File: config.mk
export PLATFORM = sky130hd
export DESIGN_NAME = instr_fetch
export DESIGN_NICKNAME = d
export VERILOG_FILES = /design/src/rtl/instr_fetch.sv
export SDC_FILE = /design/constraint.sdc
export NUM_CORES = 1
export LEC_CHECK = 0
export CAP_MARGIN = 30
export CELL_PAD_IN_SITES_DETAIL_PLACEMENT = 2
export CELL_PAD_IN_SITES_GLOBAL_PLACEMENT = 2
export CORE_AREA = 2 2 182 184
export CTS_CLUSTER_SIZE = 20
export DETAILED_ROUTE_END_ITERATION = 8
export DIE_AREA = 0 0 184 186
export PLACE_DENSITY_LB_ADDON = 0.2
export SLEW_MARGIN = 10
export SYNTH_ARGS = -nofsm -noshare
export SYNTH_HDL_FRONTEND = slang
export SYNTH_SLANG_ARGS = --single-unit
export TNS_END_PERCENT = 10
File: constraint.sdc
create_clock -name clk -period 10.3 [get_ports clk]
set_input_delay 2.06 -clock clk [delete_from_list [all_inputs] [get_ports clk]]
set_output_delay 2.06 -clock clk [all_outputs]
set_load 0.02 [all_outputs]
File: src/rtl/instr_fetch.sv
// Fetch stage ahead of the dual-issue decoder: reads 64-bit instruction pairs from local
// store and queues them in a small FIFO, with branch-redirect flush and stale-read discard.
module instr_fetch #(
  parameter int LS_ADDR_WIDTH = 18,
  parameter int DEPTH         = 4
) (
  input  logic                     clk,
  input  logic                     reset,
  input  logic                     start,
  input  logic                     redirect,
  input  logic [LS_ADDR_WIDTH-1:0] redirect_pc,
  input  logic                     stall,
  output logic                     ls_req,
  output logic [LS_ADDR_WIDTH-1:0] ls_addr,
  input  logic                     ls_gnt,
  input  logic                     ls_rvalid,
  input  logic [63:0]              ls_rdata,
  output logic                     out_valid,
  output logic [31:0]              instr1,
  output logic [31:0]              instr2,
  output logic                     instr1_valid,
  output logic [LS_ADDR_WIDTH-1:0] pc_out
);

  localparam int PW = $clog2(DEPTH);
  localparam int CW = PW + 1;

  typedef enum logic [1:0] {IDLE, REQ, WAIT, DISCARD} state_t;

  state_t                   r_state;
  logic [LS_ADDR_WIDTH-1:0] r_fetchPc;
  logic                     r_kill;
  logic [PW-1:0]            r_wrPtr;
  logic [PW-1:0]            r_rdPtr;
  logic [CW-1:0]            r_count;

  logic [31:0]              r_memI1 [DEPTH];
  logic [31:0]              r_memI2 [DEPTH];
  logic [LS_ADDR_WIDTH-1:0] r_memPc [DEPTH];
  logic [DEPTH-1:0]         r_memV;

  logic                     w_outstanding;
  logic [CW-1:0]            w_inFlight;
  logic                     w_grant;
  logic                     w_push;
  logic                     w_pop;
  logic                     w_readPending;
  logic [LS_ADDR_WIDTH-1:0] w_redirPc;
  logic                     w_unusedPcBits;

  assign w_outstanding = (r_state == WAIT) || (r_state == DISCARD);
  assign w_inFlight    = r_count + CW'(w_outstanding);
  assign ls_req        = (r_state == REQ) && (w_inFlight < CW'(DEPTH));
  assign ls_addr       = (r_state == REQ) ? r_fetchPc : '0;
  assign w_grant       = ls_req & ls_gnt;
  assign w_push        = (r_state == WAIT) & ls_rvalid & ~redirect;
  assign w_pop         = out_valid & ~stall;
  assign w_redirPc     = {redirect_pc[LS_ADDR_WIDTH-1:3], 3'b000};
  assign w_unusedPcBits = ^redirect_pc[1:0];

  // A read is still owed to us after this edge if we just got granted or are waiting without data
  assign w_readPending = (w_outstanding && !ls_rvalid) || w_grant;

  always_ff @(posedge clk) begin
    if (!reset) begin
      r_state   <= IDLE;
      r_fetchPc <= '0;
      r_kill    <= 1'b0;
      r_wrPtr   <= '0;
      r_rdPtr   <= '0;
      r_count   <= '0;
    end else begin
      if (w_pop)  r_rdPtr <= r_rdPtr + PW'(1);
      if (w_push) r_wrPtr <= r_wrPtr + PW'(1);
      r_count <= r_count + CW'(w_push) - CW'(w_pop);
      if (redirect) begin
        r_count   <= '0;
        r_rdPtr   <= '0;
        r_wrPtr   <= '0;
        r_fetchPc <= w_redirPc;
        r_kill    <= redirect_pc[2];
        r_state   <= w_readPending ? DISCARD : REQ;
      end else begin
        case (r_state)
          IDLE: begin
            if (start) begin
              r_state   <= REQ;
              r_fetchPc <= '0;
            end
          end
          REQ: begin
            if (w_grant) r_state <= WAIT;
          end
          WAIT: begin
            if (ls_rvalid) begin
              r_kill    <= 1'b0;
              r_fetchPc <= r_fetchPc + LS_ADDR_WIDTH'(8);
              r_state   <= REQ;
            end
          end
          DISCARD: begin
            if (ls_rvalid) r_state <= REQ;
          end
          default: r_state <= IDLE;
        endcase
      end
    end
  end

  // Killed slot 1 is stored as zero so the head can be presented without extra gating
  always_ff @(posedge clk) begin
    if (w_push) begin
      r_memI1[r_wrPtr] <= r_kill ? 32'h0 : ls_rdata[63:32];
      r_memI2[r_wrPtr] <= ls_rdata[31:0];
      r_memPc[r_wrPtr] <= r_fetchPc;
      r_memV[r_wrPtr]  <= ~r_kill;
    end
  end

  always_ff @(posedge clk) begin
    if (reset) begin
      assert (!(w_push && r_count == CW'(DEPTH)));
    end
  end

  assign out_valid    = (r_count != '0);
  assign instr1       = out_valid ? r_memI1[r_rdPtr] : '0;
  assign instr2       = out_valid ? r_memI2[r_rdPtr] : '0;
  assign pc_out       = out_valid ? r_memPc[r_rdPtr] : '0;
  assign instr1_valid = out_valid ? r_memV[r_rdPtr] : 1'b0;

endmodule
==> flow_metrics.tcl, run 1 <==
set metrics [dict create \
    r2r_slack_ns 7.60 \
    crit_path_cell_trace "buf_4 > buf_12 > mux4_2 > and2_1 > clkdlybuf4s50_1" \
    syn_avg_cell_area_um2 18.3 \
    drive_gt1_frac 0.166 \
    top_layer "met4" \
    cts_setup_buffers 0 \
    min_path_cells 2 \
    coreArea_um2 32200 \
    post-place-ws_ns 5.01 \
    whs_endpoint "r_count[2]$_SDFF_PP0_" \
    critPathBufInv 3 \
    place_congestion 0.760 \
    min_period_over_period 0.545 \
    vdd_ir_drop_max_uv 109 \
    drtIter0Drc 364 \
    clk_pin_slew_worst_paths_ns 0.06 \
    routed_wl_um 34500 \
    cts_root_buf "clkbuf_16" \
    fillers 2807 \
    tightest_slew_ns 0.863 \
    slowest_delay_ns 0.82 \
    hold_viol_final 0 \
    placed_cells 1321 \
    clockBufferDepth 3 \
    drv_slew 0 \
    ys_top_cells_by_count "edfxtp_1 (320), and2_1 (95), mux4_2 (80)" \
    syn_area_um2 14000 \
    cts_inserted_buffers 39 \
    synthCells 764 \
    critical_path_class "flip-flop to output port" \
    start_kind "flip-flop" \
    cap_violations 0 \
    status "finished clean" \
    cp-end-kind "output port" \
    critPathRequiredTime_ns 8.24 \
    worstHoldStart "r_count[1]$_SDFF_PP0_" \
    synth_top_area_frac 0.688 \
    dieHeight_um 186 \
    post-route-min-period_ns 5.62 \
    grt_pass1_wl_um 53100 \
    async_reset_ff_frac 0 \
    power_per_cell_area_nw_per_um2 175 \
    setup_violations 0 \
    nets 1052 \
    met1Wirelength_um 14400 \
    stdcell_count 1395 \
    fin_tns_setup_ns 0 \
    route.met3.wl_um 1610 \
    synth_edf_count 320 \
    multiInputGateArea_um2 3580 \
    ys_seq_area_frac 0.727 \
    start_util 0.434 \
    synth.area.top_cells "edfxtp_1 (69%), mux4_2 (13%), and2_1 (4.3%), dfxtp_1 (3.9%), nor2b_1 (1.5%)" \
    synth-main-ff-cell "edfxtp_1" \
    grt_pass1_vias 8605 \
    reg2reg_depth 3 \
    wire_per_inst_um 24.7 \
    holdBufCountCts 0 \
    cts_sinks 347 \
    wl_met2_um 17900 \
    yosysTopAreaCell "edfxtp_1" \
    vias_per_cell 5.40 \
    grt_overflow 0 \
    clk_latency_ns 0.52 \
    grt_usage 0.209 \
    final_antenna_net_count 0 \
    worst_slack_ns 4.68 \
    cts_tree "done" \
    antenna_found_initial 2 \
    dieArea_um2 34200 \
    rr_endpoint "r_memI2[2][0]$_DFFE_PP_" \
    die_x_um 184 \
    synthToLayoutAreaGrowth_pct 25.4 \
    synth.distinct_cells 55 \
    critPathArrivalTime_ns 3.56 \
    routed-via-count 7538 \
    skew_ns 0.00945 \
    cp_top_family "buffers and inverters" \
    portBuffers 183 \
    timing.rr.start "r_state[1]$_SDFFE_PN0P_" \
    rsz0062_at_grt "no" \
    hp-class "flip-flop to flip-flop" \
    drc_errors 0 \
    cts_htree_levels 2 \
    boundaryPins 192 \
    row_count 66 \
    ctsResizeCount 0 \
    hpwl_um 21500 \
    ys_warn_count 0 \
    firstDrtPassIters 4 \
    slew_headroom 0.424 \
    cellLeakagePower_nw 5.58 \
    crit_path_max_fanout 36 \
    ys_seq_elements 347 \
    synthMostInstantiatedCell "edfxtp_1" \
    fmax_mhz 178 \
    crit_slowest_cell "dfxtp_4" \
    seq_area_um2 10200 \
    grt_start_max_net_pins 55 \
]
## worst max-delay path by stage
stage | depth (start not counted) | from | slack, ns | endpoint
4_1_cts | 4 | flip-flop | 4.44 | instr1[13]
2_1_floorplan | 4 | redirect | 5.14 | r_memI1[0][0]$_DFFE_PP_
3_3_place_gp | 4 | flip-flop | 5.04 | instr1[13]
5_1_grt | 5 | flip-flop | 4.38 | instr1[13]
3_5_place_dp | 4 | flip-flop | 5.01 | instr1[13]
6_report | 5 | flip-flop | 4.68 | pc_out[6]
## where the power goes
group | internal (mW) | switching, mW | total, mW
Sequential | 1.55 | 0.0149 | 1.56
Clock | 0.826 | 0.554 | 1.38
Combinational | 0.0594 | 0.0607 | 0.120
Total | 2.43 | 0.630 | 3.06
## cell families (layout without fill, tap and decap cells)
logic type               after synthesis  count (layout)  synth area share
AO/OA/AOI/OAI                         55              55            0.0259
other                                  1               9          0.000269
XOR/XNOR                               5               5           0.00314
flip-flops                           347             347             0.727
multiplexers                          83              83             0.131
AND/OR/NAND/NOR                      203             203            0.0854
adder cells (fa/ha/maj)                8               8           0.00771
buffers and inverters                 62             277            0.0194
## metrics by stage
step            util  cell area [µm²]  power, mW  hold WS [ns]
3_3_place_gp   0.503            16200       1.71         0.549
3_5_place_dp   0.503            16200       1.71         0.555
2_1_floorplan      -            14000       1.64         0.506
5_1_grt        0.543            17500       3.16         0.614
4_1_cts        0.543            17500       3.10         0.571
6_report       0.544            17500       3.06         0.563
## layer usage
metal,GRT usage,vias up
met5,0,-
met1,0.267,3933
li1,-,3361
met3,0.0352,43
met2,0.373,201
met4,0.0506,0
## layout make-up
| cell class | count | share of cell area |
|---|---|---|
| flip-flops and latches | 347 | 0.580 |
| multi-input cells | 360 | 0.205 |
| repair buffers | 193 | 0.110 |
| clock buffers | 48 | 0.0624 |
| well taps | 408 | 0.0292 |
| clock inverters | 22 | 0.0105 |
| inverters | 14 | 0.00300 |
| diodes | 3 | 0.000429 |
## state kept, by name (all words and copies together) (netlist names), named ones only
| register | cells |
|---|---|
| r_memI1 | 128 |
| r_memV | 4 |
| r_memI2 | 128 |
| r_state | 2 |
| r_count | 3 |
| r_wrPtr | 2 |
| r_rdPtr | 2 |
| r_memPc | 60 |
| r_fetchPc | 15 |
| r_kill | 1 |
## worst min-delay path: cells and delay by family, from the launching register on
family | cells | cell delay [ns]
flip-flops | 1 | 0.38
XOR/XNOR | 1 | 0.09
AND/OR/NAND/NOR | 1 | 0.07
## cell usage in the layout (no fill, tap or decap), drive strengths merged, types with 4 or more instances in the layout
cell and instances:
buf 10, clkdlybuf4s50 183, nand3 4, and2 95, mux4 80, nor2 17, or4 5, a31oi 6
and3 6, conb 6, xnor2 5, ha 7, nor2b 34, inv 14, a21oi 14, clkbuf 48
edfxtp 320, dfxtp 27, clkinv 16, o21ai 10, nand2 22
No activity file was read; power rests on OpenSTA's default activity.
==> run 2: changes to the inputs <==
CORE_AREA = 2 2 188 190   (was 2 2 182 184)
DIE_AREA = 0 0 190 192   (was 0 0 184 186)
clock period = 5.68 ns   (was 10.3 ns; I/O delays follow)
==> run 2 against run 1 <==
Final cell count up 3.4%. Core utilization shrank 3.2 points. Sequential cell count unchanged. Largest power group unchanged.
==> flow_metrics.tcl, run 2 (synthesis results as in run 1) <==
set metrics [dict create \
    final_antenna_net_count 0 \
    row_count 68 \
    holdWs_ns 0.565 \
    drc_errors 0 \
    coreArea_um2 34300 \
    top_regs "r_memI1 x128, r_memI2 x128, r_memPc x60" \
    cts_htree_levels 2 \
    cp-end-kind "output port" \
    grt_pass1_wl_um 53500 \
    crit_slowest_cell "dfxtp_4" \
    final_common_cell "edfxtp_1" \
    vias_per_cell 5.26 \
    timing.rr.start "r_state[1]$_SDFFE_PN0P_" \
    critPathArrivalTime_ns 3.10 \
    cts_setup_buffers 0 \
    antenna_found_initial 1 \
    dpl_cell_area_um2 16400 \
    start_kind "flip-flop" \
    ctsResizeCount 0 \
    routed_wl_um 35300 \
    cts_root_buf "clkbuf_16" \
    hp-class "flip-flop to flip-flop" \
    vdd_ir_drop_max_uv 152 \
    min_period_over_period 0.746 \
    grt_start_max_net_pins 81 \
    portBuffers 183 \
    cap_violations 0 \
    drv_slew 0 \
    nets 1057 \
    critPathRequiredTime_ns 4.54 \
    hold_viol_final 0 \
    rsz0062_at_grt "no" \
    grt_pass1_vias 8411 \
    boundaryPins 192 \
    fin_tns_setup_ns 0 \
    post-route-min-period_ns 4.24 \
    power_per_cell_area_nw_per_um2 307 \
    slowest_delay_ns 0.91 \
    grt_overflow 0 \
    place_congestion 0.775 \
    cts_tree "done" \
    slew_headroom 0.424 \
    rr_endpoint "r_count[2]$_SDFF_PP0_" \
    hpwl_um 22700 \
    crit_path_max_fanout 39 \
    synthToLayoutAreaGrowth_pct 25.6 \
    reg2reg_depth 9 \
    dieArea_um2 36500 \
    clk_latency_ns 0.51 \
    critical_path_class "flip-flop to output port" \
    drive_gt1_frac 0.163 \
    holdBufCountCts 0 \
    skew_ns 0.0198 \
    wire_per_inst_um 24.5 \
    tightest_slew_ns 0.865 \
    die_x_um 190 \
    setup_violations 0 \
    cts_sinks 347 \
    start_util 0.407 \
    clockBufferDepth 3 \
    grt_usage 0.196 \
    final_cell_mix "edfxtp_1 (320), clkdlybuf4s50_1 (183), and2_1 (95)" \
    clk_pin_slew_worst_paths_ns 0.06 \
    cts_inserted_buffers 38 \
    dieHeight_um 192 \
    r2r_slack_ns 3.22 \
    crit_path_cell_trace "buf_4 > mux4_2 > and2_1 > clkdlybuf4s50_1" \
    design_area_um2 17500 \
    cp-endpoint "pc_out[17]" \
    routed-via-count 7591 \
    fmax_mhz 236 \
    firstDrtPassIters 4 \
    cellLeakagePower_nw 5.56 \
    status "finished clean" \
    drtIter0Drc 418 \
]
## run 2: cell types whose count changed in the layout (fill, tap and decap cells not counted), sizes merged
cell    previous run  this run
clkinv            16        12
buf               10        16
diode              3         1
bufinv             3         2
inv               14        16
## run 2: worst min-delay path by stage
stage / from / end / slack (ns) / cells past startpoint
final: r_wrPtr[1]$_SDFFE_PP0P_ / r_wrPtr[1]$_SDFFE_PP0P_ / 0.56 / 2
after global routing: r_rdPtr[1]$_SDFFE_PP0P_ / flip-flop / 0.61 / 2
after CTS: r_wrPtr[1]$_SDFFE_PP0P_ / r_wrPtr[1]$_SDFFE_PP0P_ / 0.57 / 2
after detailed placement: r_wrPtr[1]$_SDFFE_PP0P_ / r_wrPtr[1]$_SDFFE_PP0P_ / 0.56 / 2
after global placement: r_count[1]$_SDFF_PP0_ / r_count[2]$_SDFF_PP0_ / 0.55 / 2
after floorplan: r_count[1]$_SDFF_PP0_ / r_count[2]$_SDFF_PP0_ / 0.51 / 2
## run 2: metrics by stage
stage          power (mW)   util  worst slack, ns  std cells
2_1_floorplan        2.97      -             1.44        769
3_3_place_gp         3.10  0.478             1.90       1375
3_5_place_dp         3.11  0.478             1.86       1375
4_1_cts              5.44  0.511             1.33       1442
5_1_grt              5.56  0.511             1.21       1442
6_report             5.38  0.512             1.44       1443
## run 2: area by class of cell
type	count	area, µm²
diodes	1	2.50
clock buffers	48	1010
clock inverters	19	153
fillers	3041	16700
inverters	14	52.6
multi-input cells	360	3580
flip-flops and latches	347	10200
well taps	455	569
repair buffers	199	2010
## run 2: layer usage
layer,vias to the layer above,global-route usage,wire length [µm]
li1,3364,-,-
met1,4008,0.264,15400
met2,179,0.340,18000
met3,40,0.0274,1380
met4,0,0.0435,544
met5,-,0,0
## run 2: worst max-delay path, delay by kind of cell, from the launching register on
kind / cells / cell delay (ns)
buf+inv: 2 / 0.93
flops: 1 / 0.91
mux: 1 / 0.53
simple gates: 1 / 0.20
## run 2: power by group
part | switching [mW] | internal [mW]
Combinational | 0.113 | 0.108
Clock | 0.971 | 1.35
Sequential | 0.0265 | 2.81
